==> src/rtl/cal_pkg.sv <==
// Shared calendar types and constants.
// Used by the date counter and its days-in-month helper.
package cal_pkg;

    localparam logic [3:0] JAN = 4'd1;
    localparam logic [3:0] FEB = 4'd2;
    localparam logic [3:0] MAR = 4'd3;
    localparam logic [3:0] APR = 4'd4;
    localparam logic [3:0] MAY = 4'd5;
    localparam logic [3:0] JUN = 4'd6;
    localparam logic [3:0] JUL = 4'd7;
    localparam logic [3:0] AUG = 4'd8;
    localparam logic [3:0] SEP = 4'd9;
    localparam logic [3:0] OCT = 4'd10;
    localparam logic [3:0] NOV = 4'd11;
    localparam logic [3:0] DEC = 4'd12;

    localparam logic [4:0] DAY_MAX  = 5'd31;
    localparam logic [6:0] YEAR_MAX = 7'd99;
    localparam logic [2:0] DOW_MAX  = 3'd6;

    typedef enum logic [1:0] {
        SEL_DAY   = 2'd0,
        SEL_MONTH = 2'd1,
        SEL_YEAR  = 2'd2,
        SEL_DOW   = 2'd3
    } sel_e;

    typedef enum logic [1:0] {
        RUN   = 2'd0,
        SET   = 2'd1,
        CLAMP = 2'd2
    } state_e;

endpackage

==> src/rtl/cal_days_in_month.sv <==
// Days in a month for the 2000..2099 range.
// Shared by the increment and clamp paths.
module cal_days_in_month
    import cal_pkg::*;
(
    input  logic [3:0] month,
    input  logic       leap,
    output logic [4:0] dim
);

    // Month length lookup; February depends on leap
    always_comb begin
        dim = 5'd31;
        unique case (month)
            FEB:                dim = leap ? 5'd29 : 5'd28;
            APR, JUN, SEP, NOV: dim = 5'd30;
            JAN, MAR, MAY, JUL,
            AUG, OCT, DEC:      dim = 5'd31;
            default:            dim = 5'd31;
        endcase
    end

endmodule

==> src/rtl/calendar_date_counter.sv <==
// Day/month/year/day-of-week counter driven by the day-rollover pulse.
// Field-set mode with range checks, post-set clamp and one pending increment.
module calendar_date_counter
    import cal_pkg::*;
#(
    parameter int SET_W     = 7,
    parameter int RESET_DOW = 6
) (
    input  logic             clk,
    input  logic             rst,
    input  logic             day_inc,
    input  logic             set_en,
    input  logic             set_stb,
    input  logic [1:0]       set_sel,
    input  logic [SET_W-1:0] set_data,
    output logic [4:0]       day,
    output logic [3:0]       month,
    output logic [6:0]       year,
    output logic [2:0]       dow,
    output logic             set_err,
    output logic             busy
);

    state_e     state_q, state_d;
    logic       pend_q, pend_d;
    logic [4:0] day_d, day_c, dim;
    logic [3:0] month_d;
    logic [6:0] year_d;
    logic [2:0] dow_d;
    logic       err_d;
    logic       inc;
    logic       leap;

    assign leap = (year[1:0] == 2'b00);

    cal_days_in_month u_dim (
        .month (month),
        .leap  (leap),
        .dim   (dim)
    );

    // Next-state, field writes, clamp and increment
    always_comb begin
        state_d = state_q;
        pend_d  = pend_q;
        day_d   = day;
        month_d = month;
        year_d  = year;
        dow_d   = dow;
        err_d   = 1'b0;
        inc     = 1'b0;
        day_c   = day;
        case (state_q)
            RUN: begin
                inc = day_inc;
                if (set_en)
                    state_d = SET;
            end
            SET: begin
                if (day_inc)
                    pend_d = 1'b1;
                if (set_en && set_stb) begin
                    unique case (sel_e'(set_sel))
                        SEL_DAY:
                            if (set_data != '0 &&
                                set_data <= SET_W'(DAY_MAX))
                                day_d = 5'(set_data);
                            else
                                err_d = 1'b1;
                        SEL_MONTH:
                            if (set_data != '0 &&
                                set_data <= SET_W'(DEC))
                                month_d = 4'(set_data);
                            else
                                err_d = 1'b1;
                        SEL_YEAR:
                            if (set_data <= SET_W'(YEAR_MAX))
                                year_d = 7'(set_data);
                            else
                                err_d = 1'b1;
                        SEL_DOW:
                            if (set_data <= SET_W'(DOW_MAX))
                                dow_d = 3'(set_data);
                            else
                                err_d = 1'b1;
                    endcase
                end
                if (!set_en)
                    state_d = CLAMP;
            end
            CLAMP: begin
                if (day > dim)
                    day_c = dim;
                day_d   = day_c;
                inc     = pend_q || day_inc;
                pend_d  = 1'b0;
                state_d = RUN;
            end
            default: state_d = RUN;
        endcase
        if (inc) begin
            dow_d = (dow == DOW_MAX) ? 3'd0 : dow + 3'd1;
            if (day_c < dim) begin
                day_d = day_c + 5'd1;
            end else if (month < DEC) begin
                day_d   = 5'd1;
                month_d = month + 4'd1;
            end else begin
                day_d   = 5'd1;
                month_d = JAN;
                year_d  = (year == YEAR_MAX) ? 7'd0 : year + 7'd1;
            end
        end
    end

    // State, fields and registered status outputs
    always_ff @(posedge clk) begin
        if (rst) begin
            state_q <= RUN;
            pend_q  <= 1'b0;
            day     <= 5'd1;
            month   <= JAN;
            year    <= 7'd0;
            dow     <= 3'(RESET_DOW);
            set_err <= 1'b0;
            busy    <= 1'b0;
        end else begin
            state_q <= state_d;
            pend_q  <= pend_d;
            day     <= day_d;
            month   <= month_d;
            year    <= year_d;
            dow     <= dow_d;
            set_err <= err_d;
            busy    <= (state_d != RUN);
        end
    end

endmodule
==> config.mk <==
export PLATFORM = sky130hd
export DESIGN_NAME = calendar_date_counter
export DESIGN_NICKNAME = d
export VERILOG_FILES = /design/src/rtl/cal_pkg.sv /design/src/rtl/cal_days_in_month.sv /design/src/rtl/calendar_date_counter.sv
export SDC_FILE = /design/constraint.sdc
export NUM_CORES = 1
export LEC_CHECK = 0
export CELL_PAD_IN_SITES_DETAIL_PLACEMENT = 1
export CELL_PAD_IN_SITES_GLOBAL_PLACEMENT = 1
export CORE_ASPECT_RATIO = 1.2
export CORE_MARGIN = 2
export CORE_UTILIZATION = 39
export CTS_BUF_LIST = sky130_fd_sc_hd__clkbuf_4 sky130_fd_sc_hd__clkbuf_8 sky130_fd_sc_hd__clkbuf_16
export DETAILED_ROUTE_END_ITERATION = 10
export GPL_ROUTABILITY_DRIVEN = 0
export HOLD_SLACK_MARGIN = 0.05
export PLACE_DENSITY_LB_ADDON = 0.3
export SLEW_MARGIN = 20
export SYNTH_ARGS = -nofsm -noshare
export SYNTH_HDL_FRONTEND = slang
export SYNTH_SLANG_ARGS = --single-unit
==> constraint.sdc <==
create_clock -name clk -period 3.8 [get_ports clk]
set_clock_uncertainty 0.1 [all_clocks]
set_input_delay 0.57 -clock clk [delete_from_list [all_inputs] [get_ports clk]]
set_output_delay 0.57 -clock clk [all_outputs]
set_load 0.02 [all_outputs]
==> key figures, run 1 <==
Clock network
  – Buffers from clock root to sink, at most: 2
  – H-Tree Depth: 1
  – Total clock sinks: 24
  – Number of buffers added by the clock tree synthesis step: 3
  – Clock transition at path regs: 0.09 ns
  – Worst-skew pair later-pin latency: 0.27 ns
  – Hold buffer count at cts: 0
  – Post-CTS sizing: 0
  – CTS tree: done
  – Setup Fix Bufs, Post-CTS: 0
  – Clock Tree Root: clkbuf_8

Synth
  – Proportion of synthesized chip area in sequential cells: 24.1%
  – Avg Inst Size Synth: 8.34 sq um
  – Number of enable flip-flop cells after synthesis: 0
  – Post-synth cell types: 66
  – Post-synthesis sequential element count: 24
  – Synth async-reset ratio: 0%
  – Adder-cell share of the synthesized area: 6.28%
  – Cells after Synth: 239
  – Share of cell area taken by muxes after synthesis: 7.03%
  – Total of warnings raised by yosys: 0
  – Cell area after technology mapping: 1990 sq um
  – Fraction of the mapped netlist area in compound gates: 27.9%
  – Leading register cell type out of synthesis: dfxtp_1
  – Simple-gate portion of the synthesized area: 28.6%
  – Xor and xnor area share after synthesis: 0%
  – Post-synth net total: 263
  – Main combinational cell family by area after synthesis: simple AND/OR/NAND/NOR gates

Worst setup path
  – Cell count of the worst reg-to-reg path: 16
  – Buf/Inv on CP: 2
  – Worst setup path class: reg2reg
  – Critical path's top delay family: compound AO/OA/AOI/OAI gates
  – Critical register-to-register path startpoint: month[0]
  – Crit path DAT: 3.69 ns
  – Required time of the critical path: 3.86 ns
  – Worst-case register-to-register setup slack: 0.17 ns
  – Worst path most repeated cell: ha_1
  – Biggest cell delay along the critical path: 0.38 ns
  – Destination of the worst register-to-register timing path: year[5]
  – Cells traversed along the worst timing path: inv_2, ha_1, or3b_1, o221a_2, ha_1, nand2_1, o2111ai_4, nand2_1, o21ai_2, ha_1, nor2_1, o21ai_1, o311ai_2, buf_4, nor3_2, a211oi_1
  – Crit Path Max Fanout: 6
  – Kind of start point of the critical path: register
  – Element type at the critical path end: register
  – Master of the slowest instance on the critical path: or3b_1

Die
  – Starting density of the core: 40.3%
  – Top-level I/O count: 35
  – Die height: 82.3 um
  – Width of the chip: 69.3 um
  – Core area: 4940 sq um
  – Placement row count: 28
  – Full die area: 5700 sq um

Finish
  – Commonest non-fill, non-tap cell in the layout: clkdlybuf4s50_1
  – Ratio of cells with drive above 1 in the final layout: 13.5%
  – Count of inserted antenna diode cells: 0
  – Signed area change from the synthesized netlist to the final layout: 22.7%
  – Final nets: 292
  – Most frequent cells in the layout: clkdlybuf4s50_1 (34), dfxtp_1 (24), nor2_1 (18)
  – Utilization of the core after routing: 49.5%

Power and ir drop
  – Leakage Power: 0.856 nW
  – Worst vdd rail ir drop: 140 uV
  – Cell Int Power: 0.405 mW
  – Logic gate share of total power: 20.9%
  – Pwr dens: 235 nW/um^2
  – Switching share of power: 29.7%
  – Sequential power share: 47.7%
  – Clock power frac: 31.4%
  – Power spent charging and discharging nets: 0.171 mW

Detailed routing
  – Total wire length after detailed routing: 6.01 mm
  – Number of routed nets with antenna violations: 0
  – Starting DRT DRC Count: 92
  – Detailed-route via count: 1,982
  – Remaining routing DRC violations: 0
  – Detailed-routing iteration count for the pre-antenna-repair pass: 4
  – Routed length per placed instance: 18.4 um
  – Vias per Instance: 6.06

Place
  – HPWL after DPL: 4.36 mm
  – Count of input and output buffers: 34

Timing
  – F_max: 276 MHz
  – Final slew viol count: 0
  – Minimum hold slack: 0.412 ns
  – Final cycle utilization of the critical path: 95.4%
  – Worst max-slew margin expressed relative to the limit: 33.5%
  – Hold Vio Cnt, Final: 0
  – Clock period minus worst slack: 3.63 ns
  – Final setup violation count: 0
  – Transition time at the pin with the least slew margin: 0.995 ns

GRT
  – First-pass GRT wire length: 10.0 mm
  – Vias in the first global route: 2,000
  – Remaining Overflow, GRT: 0
  – Global routing usage summed across all routing layers: 21.8%
  – Maximum number of pins on one net before global-route repair: 26
  – Number of antenna violations at the first check in global routing: 0

Min path
  – End point of the most critical hold path: pend_q
  – Worst hold path type: reg2reg
  – Cell count of the worst hold path: 2
  – Worst Min Path Start: pend_q

Run
  – Reported max-cap violation count: 0

Outcome
  – Result of the run: finished clean
## registers in the layout, summed over array words and instances (netlist names)
signal   count
month        4
day          5
busy         1
set_err      1
dow          3
pend_q       1
state_q      2
year         7
## power groups by stage
stage	logic (mW)	clock network [mW]	registers [mW]
global placement	0.116	0	0.280
finish	0.121	0.181	0.275
CTS	0.119	0.185	0.275
global route	0.132	0.191	0.277
detailed placement	0.118	0	0.281
floorplan	0.0637	0	0.284
## final cells by class
class,count,area [sq um]
sequential,24,480
fill,595,2490
multi-input combinational,188,1420
inverter,12,45.0
tap,60,75.1
timing repair buffer,39,375
clock buffer,4,55.1
## worst register-to-register path, delay by kind of cell, from the launching register on
family | cells | cell delay (ns)
fa+ha+maj | 3 | 0.68
flops | 1 | 0.35
simple gates | 5 | 0.86
compound gates | 6 | 1.20
buf+inv | 2 | 0.33
## routing by layer
metal	GRT usage, %	share of wire, %	up-vias
met5	0	0	-
met4	5.29	1.0	0
met3	2.18	2.0	7
met2	40.9	52	33
met1	26.9	45	969
li1	-	-	973
## kinds of logic (layout without fill, tap and decap cells)
family | count (synthesis) | in the layout
DFF | 24 | 24
AOI/OAI and AO/OA | 72 | 72
adders and majority gates | 10 | 10
and+or+nand+nor | 93 | 93
muxes | 13 | 13
buffers and inverters | 27 | 55
## metrics by stage
step	std cells	setup TNS, ns	area (sq um)	setup slack, ns	power, mW
after global routing	327	-0.177	2450	-0.0524	0.601
after CTS	326	0	2420	0.0961	0.579
final	327	0	2450	0.173	0.576
after floorplan	239	0	1990	0.392	0.348
after detailed placement	322	0	2360	0.177	0.399
after global placement	322	0	2360	0.311	0.396
## cells in the mapped netlist, types with 7 or more instances
master     n  area [sq um]
nor2_1    18          67.6
a31oi_1   10          62.6
dfxtp_1   24           480
nand2_1   15          56.3
inv_1     12          45.0
buf_2      7          35.0
mux2i_1    8          80.1
a211oi_1   9          67.6
nand3_1    8          40.0
a21oi_1   11          55.1
ha_1      10           125
o21ai_0    7          35.0
## how the worst max path moves through the flow
stage,start,end,slack [ns],cells past startpoint
2_1_floorplan,year[0],year[5],0.39,14
3_3_place_gp,month[0],year[5],0.31,14
3_5_place_dp,month[0],year[5],0.18,14
4_1_cts,month[0],day[4],0.1,15
5_1_grt,month[0],year[5],-0.05,16
6_report,month[0],year[5],0.17,16
Note: power is estimated with default switching activity, not from simulation.
==> run 2, diff against run 1 <==
--- a/config.mk
+++ b/config.mk
@@ -19,3 +19,4 @@
 export SYNTH_ARGS = -nofsm -noshare
 export SYNTH_HDL_FRONTEND = slang
 export SYNTH_SLANG_ARGS = --single-unit
+export TNS_END_PERCENT = 5
==> results of run 2 <==
The final DEF is identical to that of run 1; final timing and power are the same.
==> run 3, diff against run 2 <==
--- a/config.mk
+++ b/config.mk
@@ -11,6 +11,7 @@
 export CORE_MARGIN = 2
 export CORE_UTILIZATION = 39
 export CTS_BUF_LIST = sky130_fd_sc_hd__clkbuf_4 sky130_fd_sc_hd__clkbuf_8 sky130_fd_sc_hd__clkbuf_16
+export CTS_CLUSTER_SIZE = 12
 export DETAILED_ROUTE_END_ITERATION = 10
 export GPL_ROUTABILITY_DRIVEN = 0
 export HOLD_SLACK_MARGIN = 0.05
==> results of run 3 <==
The final DEF is identical to that of run 1; final timing and power are the same.
